<file path="src/rtl/control_alucontrol_pkg.sv">
// Shared decode constants for the ID-stage control unit: opcodes,
// ALU operation classes, final ALU codes and data-memory geometry.
package control_alucontrol_pkg;

    localparam int DATA_W    = 64;
    localparam int MEM_DEPTH = 32;
    localparam int IDX_W     = 5;

    localparam logic [6:0] OP_R    = 7'b0110011;
    localparam logic [6:0] OP_LD   = 7'b0000011;
    localparam logic [6:0] OP_SD   = 7'b0100011;
    localparam logic [6:0] OP_BEQ  = 7'b1100011;
    localparam logic [6:0] OP_HALT = 7'b1111111;

    typedef enum logic [1:0] {
        ALUOP_LDST  = 2'b00,
        ALUOP_BEQ   = 2'b01,
        ALUOP_RTYPE = 2'b10
    } aluop_t;

    typedef enum logic [3:0] {
        ALUCTR_AND = 4'b0000,
        ALUCTR_OR  = 4'b0001,
        ALUCTR_ADD = 4'b0010,
        ALUCTR_SUB = 4'b0110
    } aluctr_t;

    // Second-level ALU decode: class plus {funct7[5], funct3} for R-type.
    function automatic aluctr_t alu_ctr(input aluop_t op, input logic f7b5,
                                        input logic [2:0] f3);
        aluctr_t r;
        r = ALUCTR_AND;
        case (op)
            ALUOP_LDST: r = ALUCTR_ADD;
            ALUOP_BEQ:  r = ALUCTR_SUB;
            ALUOP_RTYPE: begin
                case ({f7b5, f3})
                    4'b0000: r = ALUCTR_ADD;
                    4'b1000: r = ALUCTR_SUB;
                    4'b0111: r = ALUCTR_AND;
                    4'b0110: r = ALUCTR_OR;
                    default: r = ALUCTR_AND;
                endcase
            end
            default: r = ALUCTR_AND;
        endcase
        return r;
    endfunction

endpackage

</file>
<file path="src/rtl/control_alucontrol_if.sv">
// Bundle of the pipeline-register signals seen by the control unit:
// the IF/ID instruction, ID/EX hazard inputs, EX/MEM memory strobes,
// and the decoded controls, stall and memory read data it returns.
interface control_alucontrol_if;
    import control_alucontrol_pkg::*;

    logic [31:0]       instruction;
    logic              ex_memread;
    logic [4:0]        ex_rd;
    logic [DATA_W-1:0] mem_address;
    logic [DATA_W-1:0] mem_wdata;
    logic              mem_write;
    logic              mem_read;

    logic              ctrl_branch;
    logic              ctrl_memread;
    logic              ctrl_memtoreg;
    logic              ctrl_memwrite;
    logic              ctrl_alusrc;
    logic              ctrl_regwrite;
    logic [1:0]        ctrl_ALUop;
    logic [3:0]        ctrl_ALUctr;
    logic              stall;
    logic [DATA_W-1:0] mem_rdata;

    modport master (
        output instruction, ex_memread, ex_rd, mem_address, mem_wdata,
               mem_write, mem_read,
        input  ctrl_branch, ctrl_memread, ctrl_memtoreg, ctrl_memwrite,
               ctrl_alusrc, ctrl_regwrite, ctrl_ALUop, ctrl_ALUctr, stall,
               mem_rdata
    );

    modport slave (
        input  instruction, ex_memread, ex_rd, mem_address, mem_wdata,
               mem_write, mem_read,
        output ctrl_branch, ctrl_memread, ctrl_memtoreg, ctrl_memwrite,
               ctrl_alusrc, ctrl_regwrite, ctrl_ALUop, ctrl_ALUctr, stall,
               mem_rdata
    );

endinterface

</file>
<file path="src/rtl/control_alucontrol_data_memory.sv">
// 32 x 64-bit data memory: synchronous write, combinational read,
// whole array cleared asynchronously by the active-low reset.
module data_memory
    import control_alucontrol_pkg::*;
(
    input  logic              clk,
    input  logic              reset,
    input  logic [IDX_W-1:0]  index,
    input  logic [DATA_W-1:0] wdata,
    input  logic              write,
    input  logic              read,
    output logic [DATA_W-1:0] rdata
);

    logic [DATA_W-1:0] mem [MEM_DEPTH];

    // Storage update; reset wins over a write landing on the same edge.
    always_ff @(posedge clk or negedge reset) begin
        if (!reset) begin
            for (int i = 0; i < MEM_DEPTH; i++) begin
                mem[i] <= '0;
            end
        end else if (write) begin
            mem[index] <= wdata;
        end
    end

    // Read-before-write: a same-index write only shows after the edge.
    assign rdata = read ? mem[index] : '0;

endmodule

</file>
<file path="src/rtl/control_alucontrol.sv">
// ID-stage main decoder, ALU control, load-use hazard detection and the
// MEM-stage data memory for a five-stage RISC-V style pipeline.
module control_alucontrol
    import control_alucontrol_pkg::*;
(
    input  logic                clk,
    input  logic                reset,
    control_alucontrol_if.slave bus
);

    logic [6:0] opcode;
    logic [4:0] rs1;
    logic [4:0] rs2;
    logic       branch, memread, memtoreg, memwrite, alusrc, regwrite;
    logic       known_op;
    aluop_t     aluop;
    aluctr_t    aluctr;
    logic       hazard;
    logic       bubble;
    logic       unused_bits;

    assign opcode = bus.instruction[6:0];
    assign rs1    = bus.instruction[19:15];
    assign rs2    = bus.instruction[24:20];

    // Main decode from the opcode; unknown opcodes (halt included) give all zeros.
    always_comb begin
        branch   = 1'b0;
        memread  = 1'b0;
        memtoreg = 1'b0;
        memwrite = 1'b0;
        alusrc   = 1'b0;
        regwrite = 1'b0;
        aluop    = ALUOP_LDST;
        known_op = 1'b1;
        case (opcode)
            OP_R: begin
                regwrite = 1'b1;
                aluop    = ALUOP_RTYPE;
            end
            OP_LD: begin
                alusrc   = 1'b1;
                memread  = 1'b1;
                memtoreg = 1'b1;
                regwrite = 1'b1;
            end
            OP_SD: begin
                alusrc   = 1'b1;
                memwrite = 1'b1;
            end
            OP_BEQ: begin
                branch = 1'b1;
                aluop  = ALUOP_BEQ;
            end
            OP_HALT: known_op = 1'b0;
            default: known_op = 1'b0;
        endcase
        aluctr = known_op ? alu_ctr(aluop, bus.instruction[30], bus.instruction[14:12])
                          : ALUCTR_AND;
    end

    // Load-use hazard: the load in EX targets a source register of the ID instruction.
    assign hazard = bus.ex_memread && (bus.ex_rd != 5'd0) &&
                    ((bus.ex_rd == rs1) || (bus.ex_rd == rs2));

    // A stall or a held reset turns the ID/EX controls into a bubble.
    assign bubble = hazard || !reset;

    assign bus.stall         = hazard && reset;
    assign bus.ctrl_branch   = branch   && !bubble;
    assign bus.ctrl_memread  = memread  && !bubble;
    assign bus.ctrl_memtoreg = memtoreg && !bubble;
    assign bus.ctrl_memwrite = memwrite && !bubble;
    assign bus.ctrl_alusrc   = alusrc   && !bubble;
    assign bus.ctrl_regwrite = regwrite && !bubble;
    assign bus.ctrl_ALUop    = bubble ? 2'b00   : aluop;
    assign bus.ctrl_ALUctr   = bubble ? 4'b0000 : aluctr;

    // Address bits outside [7:3] and instruction fields not used for decode.
    assign unused_bits = ^{bus.mem_address[DATA_W-1:8], bus.mem_address[2:0],
                           bus.instruction[31], bus.instruction[29:25],
                           bus.instruction[11:7]};

    data_memory u_data_memory (
        .clk   (clk),
        .reset (reset),
        .index (bus.mem_address[7:3]),
        .wdata (bus.mem_wdata),
        .write (bus.mem_write),
        .read  (bus.mem_read),
        .rdata (bus.mem_rdata)
    );

endmodule

</file>
<file path="src/flat_wrapper.sv">
// flat-port wrapper written by rule: the top's interface ports become plain ports
module control_alucontrol_flat import control_alucontrol_pkg::*;
  (clk, reset, bus_instruction, bus_ex_memread, bus_ex_rd, bus_mem_address, bus_mem_wdata, bus_mem_write, bus_mem_read, bus_ctrl_branch, bus_ctrl_memread, bus_ctrl_memtoreg, bus_ctrl_memwrite, bus_ctrl_alusrc, bus_ctrl_regwrite, bus_ctrl_ALUop, bus_ctrl_ALUctr, bus_stall, bus_mem_rdata);
  control_alucontrol_if bus_i ();
  input  logic clk;
  input  logic reset;
  input wire logic [$bits(bus_i.instruction)-1:0] bus_instruction;
  input wire logic [$bits(bus_i.ex_memread)-1:0] bus_ex_memread;
  input wire logic [$bits(bus_i.ex_rd)-1:0] bus_ex_rd;
  input wire logic [$bits(bus_i.mem_address)-1:0] bus_mem_address;
  input wire logic [$bits(bus_i.mem_wdata)-1:0] bus_mem_wdata;
  input wire logic [$bits(bus_i.mem_write)-1:0] bus_mem_write;
  input wire logic [$bits(bus_i.mem_read)-1:0] bus_mem_read;
  output wire logic [$bits(bus_i.ctrl_branch)-1:0] bus_ctrl_branch;
  output wire logic [$bits(bus_i.ctrl_memread)-1:0] bus_ctrl_memread;
  output wire logic [$bits(bus_i.ctrl_memtoreg)-1:0] bus_ctrl_memtoreg;
  output wire logic [$bits(bus_i.ctrl_memwrite)-1:0] bus_ctrl_memwrite;
  output wire logic [$bits(bus_i.ctrl_alusrc)-1:0] bus_ctrl_alusrc;
  output wire logic [$bits(bus_i.ctrl_regwrite)-1:0] bus_ctrl_regwrite;
  output wire logic [$bits(bus_i.ctrl_ALUop)-1:0] bus_ctrl_ALUop;
  output wire logic [$bits(bus_i.ctrl_ALUctr)-1:0] bus_ctrl_ALUctr;
  output wire logic [$bits(bus_i.stall)-1:0] bus_stall;
  output wire logic [$bits(bus_i.mem_rdata)-1:0] bus_mem_rdata;
  assign bus_i.instruction = bus_instruction;
  assign bus_i.ex_memread = bus_ex_memread;
  assign bus_i.ex_rd = bus_ex_rd;
  assign bus_i.mem_address = bus_mem_address;
  assign bus_i.mem_wdata = bus_mem_wdata;
  assign bus_i.mem_write = bus_mem_write;
  assign bus_i.mem_read = bus_mem_read;
  assign bus_ctrl_branch = bus_i.ctrl_branch;
  assign bus_ctrl_memread = bus_i.ctrl_memread;
  assign bus_ctrl_memtoreg = bus_i.ctrl_memtoreg;
  assign bus_ctrl_memwrite = bus_i.ctrl_memwrite;
  assign bus_ctrl_alusrc = bus_i.ctrl_alusrc;
  assign bus_ctrl_regwrite = bus_i.ctrl_regwrite;
  assign bus_ctrl_ALUop = bus_i.ctrl_ALUop;
  assign bus_ctrl_ALUctr = bus_i.ctrl_ALUctr;
  assign bus_stall = bus_i.stall;
  assign bus_mem_rdata = bus_i.mem_rdata;
  control_alucontrol u_core (.clk(clk), .reset(reset), .bus(bus_i));
endmodule
</file>
<file path="config.mk">
export PLATFORM = sky130hd
export DESIGN_NAME = control_alucontrol_flat
export DESIGN_NICKNAME = d
export VERILOG_FILES = /design/src/rtl/control_alucontrol_pkg.sv /design/src/rtl/control_alucontrol_if.sv /design/src/rtl/control_alucontrol_data_memory.sv /design/src/rtl/control_alucontrol.sv /design/src/flat_wrapper.sv
export SDC_FILE = /design/constraint.sdc
export NUM_CORES = 2
export LEC_CHECK = 0
export ABC_AREA = 1
export CAP_MARGIN = 10
export CORE_MARGIN = 4
export CORE_UTILIZATION = 50
export DETAILED_ROUTE_END_ITERATION = 16
export PLACE_DENSITY = 0.63
export SKIP_CTS_REPAIR_TIMING = 1
export SLEW_MARGIN = 15
export SYNTH_ARGS = -nofsm -noshare
export SYNTH_HDL_FRONTEND = slang
export SYNTH_HIERARCHICAL = 1
export SYNTH_SLANG_ARGS = --single-unit
</file>
<file path="constraint.sdc">
create_clock -name clk -period 5.7 [get_ports clk]
set_clock_uncertainty 0.05 [all_clocks]
set_input_delay 1.14 -clock clk [delete_from_list [all_inputs] [get_ports clk]]
set_output_delay 1.14 -clock clk [all_outputs]
set_load 0.05 [all_outputs]
</file>
==> impl_results.md <==
- CTS tree: built
- DP Area: 0.0992 mm^2
- DR iter-0 viols: 8028
- Worst-path clk slew: 0.06 ns
- Run status: complete, no violations
- Max reg flops: 2048
- Ys flop type: dfrtp_1
- Critical Path RT: 4.51 ns
- Crit path DAT: 4.08 ns
- Top cells by count, synth: 6387 x nand2_1, 2048 x dfrtp_1, 1537 x o21ai_0
- Ys async rst share: 1.00
- FP Rows: 159
- Sw frac: 0.286
- Post-Syn Area: 0.0951 mm^2
- Post-DR wirelength/cell: 19.3 um
- Startpoint types: input pin
- Number of enable flip-flop cells after synthesis: 0
- Cell variety after synth: 24
- Worst setup path class: in -> out
- P&R area growth vs syn: 12.1%
- Net Sw Power: 11500 uW
- Top post-synthesis cells by area: dfrtp_1 54%, nand2_1 25%, o21ai_0 8.1%
- Root buf cell: clkbuf_16
- Initial antenna violation count: 7
- Port Buffers: 175
- CP Capture Type: primary output
- Max Fanout on Critical Path: 21
- Mapped Cells: 12836
- Maximum root-to-sink buffer count: 3
- Die W: 444 um
- Share of the synthesized area in the top cell type: 0.539
- Number of global-route vias before repair: 76568
- Largest regs: u_core/u_data_memory/mem: 2048 flops
- Worst slew margin: 0.233
- Final net count: 12551
- Register bit total from synthesis: 2048
- Synth area leader: dfrtp_1
- Net Count, Synth: 13006
- Clock sinks: 2048
- Cts bufs inserted: 218
- ANT nets after route: 0
- Final Instance Area: 0.107 mm^2
- CORE AREA: 0.188 mm^2
- GR Overflow Total: 0
- Vias per cell: 5.42
- H-tree levels: 4
- Final min period: 5.27 ns
- Placed wire-length estimate: 153000 um
- Combinational power share: 0.166
- Unrepaired setup endpoints after global routing: false
- Fin Setup TNS: 0 ns
- Final period utilization: 0.924
- Hold crit path type: in -> async
- Worst vdd ir: 0.243 mV
- Post-Route WL: 290000 um
- Total iterations of the first detailed-routing run: 6
- Most frequent cell after synthesis: nand2_1
- Final setup viols: 0
- Syn Area/Cell: 7.41 um^2
- Post-synthesis sequential area ratio: 0.539
- Final count of pins violating max slew: 0
- Share of cells above drive strength 1: 0.0509
- Num ports: 247
- Power Dens Cells: 376 mW/mm^2
- Reg with most FFs: u_core/u_data_memory/mem
- Largest net degree at the start of global routing: 174
- Worst slew pin tran: 1.15 ns
- First-pass GRT wire length: 455000 um
- Height of the die: 444 um
- Maxcap violations: 0
- Internal power: 28700 uW
- Leakage power total: 0.0544 uW
- Final hold viol count: 0
- Starting Density: 0.505
- Via count: 81616
- Post-route DRC: 0
- Overall routing resource usage: 0.293
- Die ar.: 0.197 mm^2
- Clock share of power: 0.361
- Clock insertion delay at the later pin of the skew report: 0.85 ns
- Ys Warns: 6
- GP Congestion: 0.791
- Flop pwr share: 0.473
- Max frequency: 190 MHz
==> logic make-up (layout without fill, tap and decap cells) <==
family,after synthesis,count (layout),synth area share
buffers and inverters,1264,987,0.0541
other,1,7,0.0000394
AO/OA/AOI/OAI,2242,2242,0.118
AND/OR/NAND/NOR,7279,7279,0.289
XOR/XNOR,2,2,0.000184
flip-flops,2048,2048,0.539
==> layout by cell type, fill, tap and decap left out, drive strengths merged, types with 6 or more instances in the layout <==
cell type / instances
buf: 255
dfrtp: 2048
bufinv: 14
nor3: 11
nand2: 6389
a21oi: 704
clkbuf: 344
nor2: 803
nand3: 70
diode: 6
clkinv: 29
inv: 235
clkdlybuf4s50: 108
o21ai: 1537
==> power groups by stage <==
stage                     logic [uW]  clock network, uW  registers, uW
final                           6650              14500          19000
after global routing            7760              15400          19300
after CTS                       6680              14800          19000
after detailed placement        6630                  0          19200
after global placement          6440                  0          19100
after floorplan                 4830                  0          18900
==> final cells by class <==
class / count / area, um^2
fill: 17390 / 81800
sequential: 2048 / 51200
multi-input combinational: 9524 / 39000
clock buffer: 344 / 6610
timing repair buffer: 363 / 5030
tap: 2495 / 3120
inverter: 226 / 868
clock inverter: 54 / 754
antenna: 6 / 15.0
==> routing by layer <==
metal / track usage / wire [um]
met2: 0.476 / 134000
met5: 0 / 13
met1: 0.413 / 129000
met3: 0.0369 / 18900
met4: 0.0890 / 8640
==> final timing paths <==
path	start	end	slack [ns]	cells past startpoint
worst max-delay path	bus_mem_address[7]	bus_mem_rdata[32]	0.43	9
worst min-delay path	reset	u_core/u_data_memory/mem[839]	0.20	1
worst max register to register	u_core/u_data_memory/mem[1815]	u_core/u_data_memory/mem[1815]	4.88	2
worst min register to register	u_core/u_data_memory/mem[1948]	u_core/u_data_memory/mem[1948]	0.43	2
max in group asynchronous	reset	u_core/u_data_memory/mem[1698]	3.20	4
min in group clk	u_core/u_data_memory/mem[1948]	u_core/u_data_memory/mem[1948]	0.43	2
==> stage by stage <==
stage | hold WS (ns) | utilization | instances | power [uW] | setup slack (ns)
2_1_floorplan | 0.403 | - | 12836 | 23700 | 1.47
3_3_place_gp | 0.415 | 0.527 | 14655 | 25500 | 0.508
3_5_place_dp | 0.423 | 0.527 | 14655 | 25800 | 0.501
4_1_cts | 0.194 | 0.566 | 15053 | 40400 | 0.466
5_1_grt | 0.235 | 0.566 | 15056 | 42500 | 0.280
6_report | 0.199 | 0.566 | 15060 | 40100 | 0.434
==> critical path, cell delays in order <==
cell	delay (ns)
clkdlybuf4s50_1	0.69
inv_1	0.20
nor3_2	0.77
buf_12	0.30
nand2_1	0.09
nand2_1	0.06
nor2_1	0.04
a21oi_1	0.50
buf_12	0.22
Power figures use the tool's default switching activity.
